`config.mk`:
```
export PLATFORM = sky130hd
export DESIGN_NAME = cp_dmem_dma_flat
export DESIGN_NICKNAME = d
export VERILOG_FILES = /design/src/rtl/cp_dmem_dma_if.sv /design/src/rtl/cp_dmem_dma.sv /design/src/flat_wrapper.sv
export SDC_FILE = /design/constraint.sdc
export NUM_CORES = 1
export LEC_CHECK = 0
export ABC_AREA = 1
export CAP_MARGIN = 20
export CORE_MARGIN = 1.5
export CORE_UTILIZATION = 30
export CTS_BUF_LIST = sky130_fd_sc_hd__clkbuf_2 sky130_fd_sc_hd__clkbuf_4 sky130_fd_sc_hd__clkbuf_8
export CTS_CLUSTER_SIZE = 12
export DETAILED_ROUTE_END_ITERATION = 7
export HOLD_SLACK_MARGIN = 0.06
export RECOVER_POWER = 100
export SLEW_MARGIN = 0
export SYNTH_ARGS = -nofsm -noshare
export SYNTH_HDL_FRONTEND = slang
export SYNTH_SLANG_ARGS = --single-unit
```
`constraint.sdc`:
```
create_clock -name iClk -period 3.3 [get_ports iClk]
set_input_delay 0.66 -clock iClk [delete_from_list [all_inputs] [get_ports iClk]]
set_output_delay 0.66 -clock iClk [all_outputs]
set_load 0.005 [all_outputs]
```
`src/rtl/cp_dmem_dma_if.sv`:
```
// Control, stream and data-memory bus signals of the word-streaming DMA engine.
// master = DMA engine side, slave = host / stream partners / memory side.
`ifndef DEF_CP_DATA_WIDTH
`define DEF_CP_DATA_WIDTH 32
`endif
`ifndef DEF_CP_D_MEM_ADDR_WIDTH
`define DEF_CP_D_MEM_ADDR_WIDTH 32
`endif

interface cp_dmem_dma_if #(
    parameter int DATA_WIDTH = `DEF_CP_DATA_WIDTH,
    parameter int ADDR_WIDTH = `DEF_CP_D_MEM_ADDR_WIDTH,
    parameter int LEN_WIDTH  = 16
);
    logic                  iStart;
    logic                  iDirection;
    logic [ADDR_WIDTH-1:0] iBase_Address;
    logic [LEN_WIDTH-1:0]  iLength;
    logic                  oBusy;
    logic                  oDone;
    logic                  iIn_Valid;
    logic [DATA_WIDTH-1:0] iIn_Data;
    logic                  oIn_Ready;
    logic                  oOut_Valid;
    logic [DATA_WIDTH-1:0] oOut_Data;
    logic                  iOut_Ready;
    logic                  oBus_Valid;
    logic [ADDR_WIDTH-1:0] oBus_Address;
    logic [DATA_WIDTH-1:0] oBus_Write_Data;
    logic                  oBus_Write_Enable;
    logic [DATA_WIDTH-1:0] iBus_Read_Data;

    modport master (
        input  iStart, iDirection, iBase_Address, iLength,
        input  iIn_Valid, iIn_Data, iOut_Ready, iBus_Read_Data,
        output oBusy, oDone, oIn_Ready, oOut_Valid, oOut_Data,
        output oBus_Valid, oBus_Address, oBus_Write_Data, oBus_Write_Enable
    );

    modport slave (
        output iStart, iDirection, iBase_Address, iLength,
        output iIn_Valid, iIn_Data, iOut_Ready, iBus_Read_Data,
        input  oBusy, oDone, oIn_Ready, oOut_Valid, oOut_Data,
        input  oBus_Valid, oBus_Address, oBus_Write_Data, oBus_Write_Enable
    );
endinterface

```
`src/rtl/cp_dmem_dma.sv`:
```
// Word-streaming DMA between valid/ready streams and data-memory port A; bus outputs registered, 1 word/cycle.
// Reads are credit-limited to 2 words outstanding plus buffered so output backpressure never loses data.
`ifndef DEF_CP_DATA_WIDTH
`define DEF_CP_DATA_WIDTH 32
`endif
`ifndef DEF_CP_D_MEM_ADDR_WIDTH
`define DEF_CP_D_MEM_ADDR_WIDTH 32
`endif

module cp_dmem_dma #(
    parameter int DATA_WIDTH = `DEF_CP_DATA_WIDTH,
    parameter int ADDR_WIDTH = `DEF_CP_D_MEM_ADDR_WIDTH,
    parameter int LEN_WIDTH  = 16
) (
    input logic           iClk,
    input logic           iReset_N,
    cp_dmem_dma_if.master dma
);
    typedef enum logic [1:0] {IDLE, WRITE, READ, DONE} state_t;

    state_t                state;
    logic [ADDR_WIDTH-1:0] addr;
    logic [LEN_WIDTH-1:0]  remaining;
    logic                  busValid;
    logic                  busWe;
    logic [ADDR_WIDTH-1:0] busAddr;
    logic [DATA_WIDTH-1:0] busWData;
    logic                  busy;
    logic                  done;
    logic                  rdReturn;
    logic [DATA_WIDTH-1:0] fifoMem [2];
    logic                  rdPtr;
    logic                  wrPtr;
    logic [1:0]            fifoCount;

    logic       inReady, inHs, outValid, outHs, busRd, fifoEmpty, fifoPush, fifoPop;
    logic       issueRd, readFinished;
    logic [2:0] pending, pendingAfter;

    assign inReady   = (state == WRITE) && (remaining != '0);
    assign inHs      = dma.iIn_Valid && inReady;
    assign busRd     = busValid && !busWe;
    assign fifoEmpty = (fifoCount == 2'd0);
    assign outValid  = (state == READ) && (!fifoEmpty || rdReturn);
    assign outHs     = outValid && dma.iOut_Ready;
    // Returning read data falls through to the output when the FIFO is empty.
    assign fifoPush  = rdReturn && !(fifoEmpty && outHs);
    assign fifoPop   = outHs && !fifoEmpty;

    // Every word issued but not yet delivered holds one of two credits.
    assign pending      = {1'b0, fifoCount} + {2'b0, busRd} + {2'b0, rdReturn};
    assign pendingAfter = pending - {2'b0, outHs};
    assign issueRd      = (state == READ) && (remaining != '0) && (pendingAfter < 3'd2);
    assign readFinished = (state == READ) && (remaining == '0) && (pendingAfter == 3'd0);

    always_ff @(posedge iClk or negedge iReset_N) begin
        if (!iReset_N) begin
            state      <= IDLE;
            addr       <= '0;
            remaining  <= '0;
            busValid   <= 1'b0;
            busWe      <= 1'b0;
            busAddr    <= '0;
            busWData   <= '0;
            busy       <= 1'b0;
            done       <= 1'b0;
            rdReturn   <= 1'b0;
            fifoMem[0] <= '0;
            fifoMem[1] <= '0;
            rdPtr      <= 1'b0;
            wrPtr      <= 1'b0;
            fifoCount  <= 2'd0;
        end else begin
            done     <= 1'b0;
            busValid <= 1'b0;
            busWe    <= 1'b0;
            rdReturn <= busRd;
            if (fifoPush) begin
                fifoMem[wrPtr] <= dma.iBus_Read_Data;
                wrPtr          <= ~wrPtr;
            end
            if (fifoPop) rdPtr <= ~rdPtr;
            fifoCount <= fifoCount + {1'b0, fifoPush} - {1'b0, fifoPop};

            unique case (state)
                IDLE: begin
                    if (dma.iStart) begin
                        if (dma.iLength != '0) begin
                            addr      <= {dma.iBase_Address[ADDR_WIDTH-1:2], 2'b00};
                            remaining <= dma.iLength;
                            busy      <= 1'b1;
                            state     <= dma.iDirection ? READ : WRITE;
                        end else begin
                            done  <= 1'b1;
                            state <= DONE;
                        end
                    end
                end
                WRITE: begin
                    if (inHs) begin
                        busValid  <= 1'b1;
                        busWe     <= 1'b1;
                        busAddr   <= addr;
                        busWData  <= dma.iIn_Data;
                        addr      <= addr + ADDR_WIDTH'(4);
                        remaining <= remaining - LEN_WIDTH'(1);
                    end else if (remaining == '0) begin
                        busy  <= 1'b0;
                        done  <= 1'b1;
                        state <= DONE;
                    end
                end
                READ: begin
                    if (issueRd) begin
                        busValid  <= 1'b1;
                        busAddr   <= addr;
                        addr      <= addr + ADDR_WIDTH'(4);
                        remaining <= remaining - LEN_WIDTH'(1);
                    end
                    if (readFinished) begin
                        busy  <= 1'b0;
                        done  <= 1'b1;
                        state <= DONE;
                    end
                end
                DONE:    state <= IDLE;
                default: state <= IDLE;
            endcase
        end
    end

    assign dma.oBusy             = busy;
    assign dma.oDone             = done;
    assign dma.oIn_Ready         = inReady;
    assign dma.oOut_Valid        = outValid;
    assign dma.oOut_Data         = !fifoEmpty ? fifoMem[rdPtr] : (rdReturn ? dma.iBus_Read_Data : '0);
    assign dma.oBus_Valid        = busValid;
    assign dma.oBus_Address      = busAddr;
    assign dma.oBus_Write_Data   = busWData;
    assign dma.oBus_Write_Enable = busWe;
endmodule

```
`src/flat_wrapper.sv`:
```
// flat-port wrapper written by rule: the top's interface ports become plain ports
module cp_dmem_dma_flat 
#(
    parameter int DATA_WIDTH = `DEF_CP_DATA_WIDTH,
    parameter int ADDR_WIDTH = `DEF_CP_D_MEM_ADDR_WIDTH,
    parameter int LEN_WIDTH  = 16
)
  (iClk, iReset_N, dma_iStart, dma_iDirection, dma_iBase_Address, dma_iLength, dma_iIn_Valid, dma_iIn_Data, dma_iOut_Ready, dma_iBus_Read_Data, dma_oBusy, dma_oDone, dma_oIn_Ready, dma_oOut_Valid, dma_oOut_Data, dma_oBus_Valid, dma_oBus_Address, dma_oBus_Write_Data, dma_oBus_Write_Enable);
  cp_dmem_dma_if #(.DATA_WIDTH(DATA_WIDTH), .ADDR_WIDTH(ADDR_WIDTH), .LEN_WIDTH(LEN_WIDTH)) dma_i ();
  input logic iClk;
  input logic iReset_N;
  input wire logic [$bits(dma_i.iStart)-1:0] dma_iStart;
  input wire logic [$bits(dma_i.iDirection)-1:0] dma_iDirection;
  input wire logic [$bits(dma_i.iBase_Address)-1:0] dma_iBase_Address;
  input wire logic [$bits(dma_i.iLength)-1:0] dma_iLength;
  input wire logic [$bits(dma_i.iIn_Valid)-1:0] dma_iIn_Valid;
  input wire logic [$bits(dma_i.iIn_Data)-1:0] dma_iIn_Data;
  input wire logic [$bits(dma_i.iOut_Ready)-1:0] dma_iOut_Ready;
  input wire logic [$bits(dma_i.iBus_Read_Data)-1:0] dma_iBus_Read_Data;
  output wire logic [$bits(dma_i.oBusy)-1:0] dma_oBusy;
  output wire logic [$bits(dma_i.oDone)-1:0] dma_oDone;
  output wire logic [$bits(dma_i.oIn_Ready)-1:0] dma_oIn_Ready;
  output wire logic [$bits(dma_i.oOut_Valid)-1:0] dma_oOut_Valid;
  output wire logic [$bits(dma_i.oOut_Data)-1:0] dma_oOut_Data;
  output wire logic [$bits(dma_i.oBus_Valid)-1:0] dma_oBus_Valid;
  output wire logic [$bits(dma_i.oBus_Address)-1:0] dma_oBus_Address;
  output wire logic [$bits(dma_i.oBus_Write_Data)-1:0] dma_oBus_Write_Data;
  output wire logic [$bits(dma_i.oBus_Write_Enable)-1:0] dma_oBus_Write_Enable;
  assign dma_i.iStart = dma_iStart;
  assign dma_i.iDirection = dma_iDirection;
  assign dma_i.iBase_Address = dma_iBase_Address;
  assign dma_i.iLength = dma_iLength;
  assign dma_i.iIn_Valid = dma_iIn_Valid;
  assign dma_i.iIn_Data = dma_iIn_Data;
  assign dma_i.iOut_Ready = dma_iOut_Ready;
  assign dma_i.iBus_Read_Data = dma_iBus_Read_Data;
  assign dma_oBusy = dma_i.oBusy;
  assign dma_oDone = dma_i.oDone;
  assign dma_oIn_Ready = dma_i.oIn_Ready;
  assign dma_oOut_Valid = dma_i.oOut_Valid;
  assign dma_oOut_Data = dma_i.oOut_Data;
  assign dma_oBus_Valid = dma_i.oBus_Valid;
  assign dma_oBus_Address = dma_i.oBus_Address;
  assign dma_oBus_Write_Data = dma_i.oBus_Write_Data;
  assign dma_oBus_Write_Enable = dma_i.oBus_Write_Enable;
  cp_dmem_dma #(.DATA_WIDTH(DATA_WIDTH), .ADDR_WIDTH(ADDR_WIDTH), .LEN_WIDTH(LEN_WIDTH)) u_core (.iClk(iClk), .iReset_N(iReset_N), .dma(dma_i));
endmodule
```
; ---- After elaboration in Yosys (flattened, before gate mapping)
; Cells that the tools add are included.
; Widths: inputs -> output; s select.
[word_totals]
elab_cells = 114
input_bits = 118
register_bits = 187
[op_classes]
add_sub_neg = 7
bitwise = 4
n_eq_ne = 10
muxes = 44
n_reduce_logical = 30
magnitude_cmp = 4
[op_table]
columns = op, n
row1 = $mux 32, 12
row2 = $pmux 32 s3, 1
row3 = $bwmux 64, 1
row4 = $mux 16, 4
row5 = $pmux 32 s2, 1
row6 = $pmux 16 s3, 1
row7 = $add 32x3->32 const B, 1
row8 = $demux 32 s1, 1
row9 = $reduce_bool 16->1, 2
row10 = $logic_not 16->1, 1
row11 = $sub 16x1->16 const B, 1
row12 = $logic_and 1x1->1, 13
row13 = $mux 1, 13
row14 = $mux 2, 6
row15 = $ne 2x1->1 const B, 4
row16 = $pmux 2 s4, 1
row17 = $ne 2x2->1 const B, 3
row18 = $pmux 1 s3, 2
row19 = $reduce_and 6->1, 1
row20 = $reduce_and 5->1, 1
row21 = $eq 2x2->1 const B, 2
row22 = $ge 2x2->1 const B, 2
row23 = $logic_not 2->1, 2
row24 = $not 1->2, 2
row25 = 18 further kinds, 21

; ---- Longest topological paths before layout
[logic_depth]
ltp_word = 10
mapped_depth = 20
mapped_depth_nobuf = 19

; ---- Worst setup path before layout
; OpenSTA, ideal clock, no wires.
[synth_path]
path_type = reg2reg
start = reg u_core.state[0]
end = reg u_core.busAddr[2] (netlist: u_core.dma.oBus_Address[2])
t_arrival_ns = 2.930
t_required_ns = 3.183
stages_incl_launch_ff = 21
slack_ns = 0.254
path_cell_list = dfrtp_1 -> inv_1 -> ha_1 -> inv_1 -> a21oi_2 -> nand2_1 -> inv_2 -> ha_1 -> inv_1 -> fa_1 -> fa_1 -> or2_2 -> nand2_1 -> nor2_1 -> nand3_1 -> nand2_1 -> nand2_4 -> nor2_2 -> buf_2 -> nand2_1 -> nand2_1
[synth_between]
elab_chain_cells = 8
[synth_rtl]
columns = item, line_no
row1 = "start, declared", cp_dmem_dma.sv:21  ; state_t state;
row2 = "start signal, assigned", cp_dmem_dma.sv:92  ; state <= dma.iDirection ? READ : WRITE;
row3 = $eq 2x2->1, cp_dmem_dma.sv:44  ; assign outValid = (state == READ) && (!fifoEmpty || rdReturn);
row4 = $logic_and 1x1->1, cp_dmem_dma.sv:44
row5 = named net dma_oOut_Valid, flat_wrapper.sv:23  ; output wire logic [$bits(dma_i.oOut_Valid)-1:0] dma_oOut_Valid;
row6 = $logic_and 1x1->1, cp_dmem_dma.sv:45  ; assign outHs = outValid && dma.iOut_Ready;
row7 = $sub 3x1->3, cp_dmem_dma.sv:52  ; assign pendingAfter = pending - {2'b0, outHs};
row8 = $lt 3x2->1, cp_dmem_dma.sv:53  ; assign issueRd = (state == READ) && (remaining != '0) && (pendingAfter < 3'd2);
row9 = $logic_and 1x1->1, cp_dmem_dma.sv:53
row10 = $ne 2x1->1 (no line), --
row11 = $reduce_and 3->1 (no line), --
row12 = "end signal, assigned", cp_dmem_dma.sv:103  ; busAddr <= addr;
row13 = "end signal, assigned", cp_dmem_dma.sv:116  ; busAddr <= addr;
row14 = "end, declared", cp_dmem_dma.sv:26  ; logic [ADDR_WIDTH-1:0] busAddr;
; The timed path passes the listed nets, and every way through them passes these cells.
; A chain may end at the register's enable or synchronous reset.

; ---- Worst setup path after layout
[layout_path]
start = reg u_core.fifoCount[1]
end = out dma_oOut_Data[28]
[layout_between]
elab_chain_cells = 2
[layout_rtl]
columns = item, line_no
row1 = "start, declared", cp_dmem_dma.sv:34  ; logic [1:0] fifoCount;
row2 = "start signal, assigned", cp_dmem_dma.sv:83  ; fifoCount <= fifoCount + {1'b0, fifoPush} - {1'b0, fifoPop};
row3 = $logic_not 2->1, cp_dmem_dma.sv:43  ; assign fifoEmpty = (fifoCount == 2'd0);
row4 = $mux 32, cp_dmem_dma.sv:136  ; assign dma.oOut_Data = !fifoEmpty ? fifoMem[rdPtr] : (rdReturn ? dma.iBus_Read_Data : '0);
row5 = "end, declared", flat_wrapper.sv:24  ; output wire logic [$bits(dma_i.oOut_Data)-1:0] dma_oOut_Data;
; No other way between the ends.

==> flow_metrics.py <==
metrics = {
    "status": {
        "status": "finished, violations left",
        "violations": "capacitance limit, slew limit",
    },
    "floorplanning": {
        "placementRows": 65,
        "core_region_area_um2": 31640,
        "die_w_um": 182.3,
        "io_pins": 220,
        "start_util_pct": 30.48,
        "die_h_um": 182.3,
        "die_area_um2": 33230,
    },
    "global_route": {
        "grt_max_degree": 83,
        "overflow": 0,
        "grt_pass1_vias": 8753,
        "grt_usage_pct": 17.24,
        "grt_pass1_wl_um": 45550,
        "antenna_found_initial": 0,
    },
    "clocking": {
        "clk_pin_slew_ns": 0.10,
        "cts_tree": "done",
        "cts_sinks": 183,
        "cts_buffer_depth": 2,
        "cts_root_buffer": "clkbuf_8",
        "clock_latency_ns": 0.50,
        "numCtsBuffers": 17,
        "htreeDepth": 4,
    },
    "finish": {
        "nets": 1666,
        "design_area_um2": 12830,
        "syn_to_final_growth_pct": 33.02,
        "final_cell_mix": "627 x nand2_1, 183 x dfrtp_1, 157 x nor2_1, 139 x clkdlybuf4s50_1, 79 x o21ai_0",
        "final_common_cell": "nand2_1",
        "multi_input_area_um2": 4476,
        "final_cells": 1952,
        "drive_gt1_share_pct": 6.133,
        "fillers": 3225,
        "ff_latch_area_um2": 4579,
    },
    "sta": {
        "fin_skew_ns": 0.02589,
        "setup_viol": 0,
        "worstMarginPinSlew_ns": 2.144,
        "hold_ws_ns": 0.4797,
        "fin_crit_ns": 3.139,
        "max_clock_freq_mhz": 318.6,
        "fin_crit_sh_pct": 95.12,
        "slew_headroom_pct": -42.96,
        "hold_violations": 0,
        "tns_ns": 0,
        "drv_slew": 82,
    },
    "drt": {
        "first_pass_iters": 5,
        "vias_per_cell": 4.626,
        "wirelength_um": 28580,
        "wire_per_inst_um": 14.64,
        "ant_nets": 0,
        "drc": 0,
        "dr_total_vias": 9030,
        "drt_iter0_drc": 665,
    },
    "placed_design": {
        "gp_congestion": 0.8577,
        "portBuffers": 215,
        "placed_cells_incl_taps": 1901,
        "place_hpwl_um": 18690,
        "placed_cell_area_um2": 12250,
    },
    "logic_synthesis": {
        "synth_cell_type_count": 38,
        "synth_edf_count": 0,
        "synth_top_area_cell": "dfrtp_1",
        "ys_seq_area_share_pct": 47.49,
        "async_reset_ff_share_pct": 100.0,
        "syn_area_per_cell_um2": 7.316,
        "synth_area_leaders": "dfrtp_1 47%, nand2_1 24%, nor2_1 6.0%",
        "synth_flop_cell": "dfrtp_1",
        "synth_cells": 1318,
        "syn_area_um2": 9643,
        "ys_warn_count": 0,
        "synth_top_area_share_pct": 47.49,
        "ys_ff_latch": 183,
    },
    "critical_path": {
        "rrSetupSlack_ns": 0.17,
        "worstPathRequired_ns": 2.64,
        "path_class": "reg2out",
        "cp-end-kind": "primary output",
        "critPathArrivalTime_ns": 2.48,
        "worstPathMaxFanout": 35,
        "cp-start-kind": "register",
    },
    "pwr": {
        "cellPowerDensity_nw_per_um2": 969.2,
        "total_power_mw": 12.43,
        "ir_drop_mv": 0.3931,
        "p_leak_nw": 6.419,
    },
    "job": {
        "cap_violations": 1,
    },
    "min_path": {
        "hold_class": "reg2reg",
    },
}
worst max-delay path, stage by stage, from the launching register on:
cell	delay (ns)
dfrtp_1	0.45
nor2_4	0.18
buf_12	0.22
nand2_1	0.07
buf_4	0.26
o32ai_1	0.14
dlygate4sd3_1	0.65
metal layers:
metal  up-vias  global-route usage [%]  wire (µm)
li1       4541                       -          -
met1      4172                   23.25      13330
met2       294                   26.33      12410
met3        23                   5.807       2399
met4         0                   4.694        439
met5         -                       0          0
metrics by stage:
stage | setup slack, ns | utilization [%]
2_1_floorplan | 0.2536 | -
4_1_cts | 0.02621 | 40.11
5_1_grt | -0.01179 | 40.54
3_3_place_gp | -0.3400 | 38.72
6_report | 0.1612 | 40.55
3_5_place_dp | -0.4092 | 38.72
flip-flops by register name, indices dropped and copies added (netlist names):
name	count
u_core.fifoCount	2
u_core.state	2
u_core.rdReturn	1
u_core.dma.oBus_Valid	1
u_core.dma.oBus_Write_Data	32
u_core.dma.oBus_Address	30
u_core.addr	30
u_core.dma.oDone	1
u_core.remaining	16
u_core.dma.oBusy	1
u_core.dma.oBus_Write_Enable	1
u_core.wrPtr	1
u_core.fifoMem	64
u_core.rdPtr	1
report_power, final:
group / switching [mW] / internal [mW] / leakage [nW]
Combinational: 3.81 / 3.07 / 3.87
Sequential: 0.723 / 3.20 / 2.34
Clock: 0.891 / 0.745 / 0.211
cell families (layout without fill, tap and decap cells):
kind of cell | after synthesis | count (layout) | synth area share (%)
compound gates | 130 | 130 | 8.291
xor+xnor | 18 | 18 | 1.635
fa+ha+maj | 12 | 12 | 1.713
buf+inv | 134 | 361 | 6.280
flops | 183 | 183 | 47.49
other cells | 1 | 3 | 0.03889
simple gates | 840 | 843 | 34.55
cells in the mapped netlist (14+ instances only):
cell type,number
inv_1,72
buf_2,22
dfrtp_1,183
nand2_1,628
o21ai_0,18
xor2_1,15
nand3_1,24
nand3b_1,14
o21ai_1,64
clkbuf_1,21
o32ai_1,32
nor2_1,155
worst paths after layout:
| path | to | from | cells past startpoint |
|---|---|---|---|
| setup / recovery | dma_oOut_Data[28] | u_core.fifoCount[1]$_DFF_PN0_ | 6 |
| hold / removal | u_core.dma.oBus_Address[13]$_DFFE_PN0P_ | u_core.dma.oBus_Address[13]$_DFFE_PN0P_ | 2 |
| setup reg to reg | u_core.addr[23]$_DFFE_PN0P_ | u_core.fifoCount[1]$_DFF_PN0_ | 19 |
| hold reg to reg | u_core.dma.oBus_Address[13]$_DFFE_PN0P_ | u_core.dma.oBus_Address[13]$_DFFE_PN0P_ | 2 |
| max in group asynchronous | u_core.fifoMem[58]$_DFFE_PN0P_ | iReset_N | 2 |
| min in group asynchronous | u_core.fifoMem[40]$_DFFE_PN0P_ | iReset_N | 1 |
final cells by class:
type                    instances  area share (%)
flip-flops and latches        183           35.70
multi-input cells            1005           34.89
repair buffers                254           20.07
well taps                     402           3.921
inverters                      75           2.195
clock buffers                  20           2.146
clock inverters                12           1.053
diodes                          1         0.01951
repair_timing:
action / 4_1_cts / 5_1_grt
endpoints found under the setup margin: 75 / 97
gates resized for setup: 4 / 11
hold buffers: 0 / 0
buffers inserted: 0 / 11
pin swaps: 1 / 7
gates cloned: 2 / 5
Power figures use the tool's default switching activity.
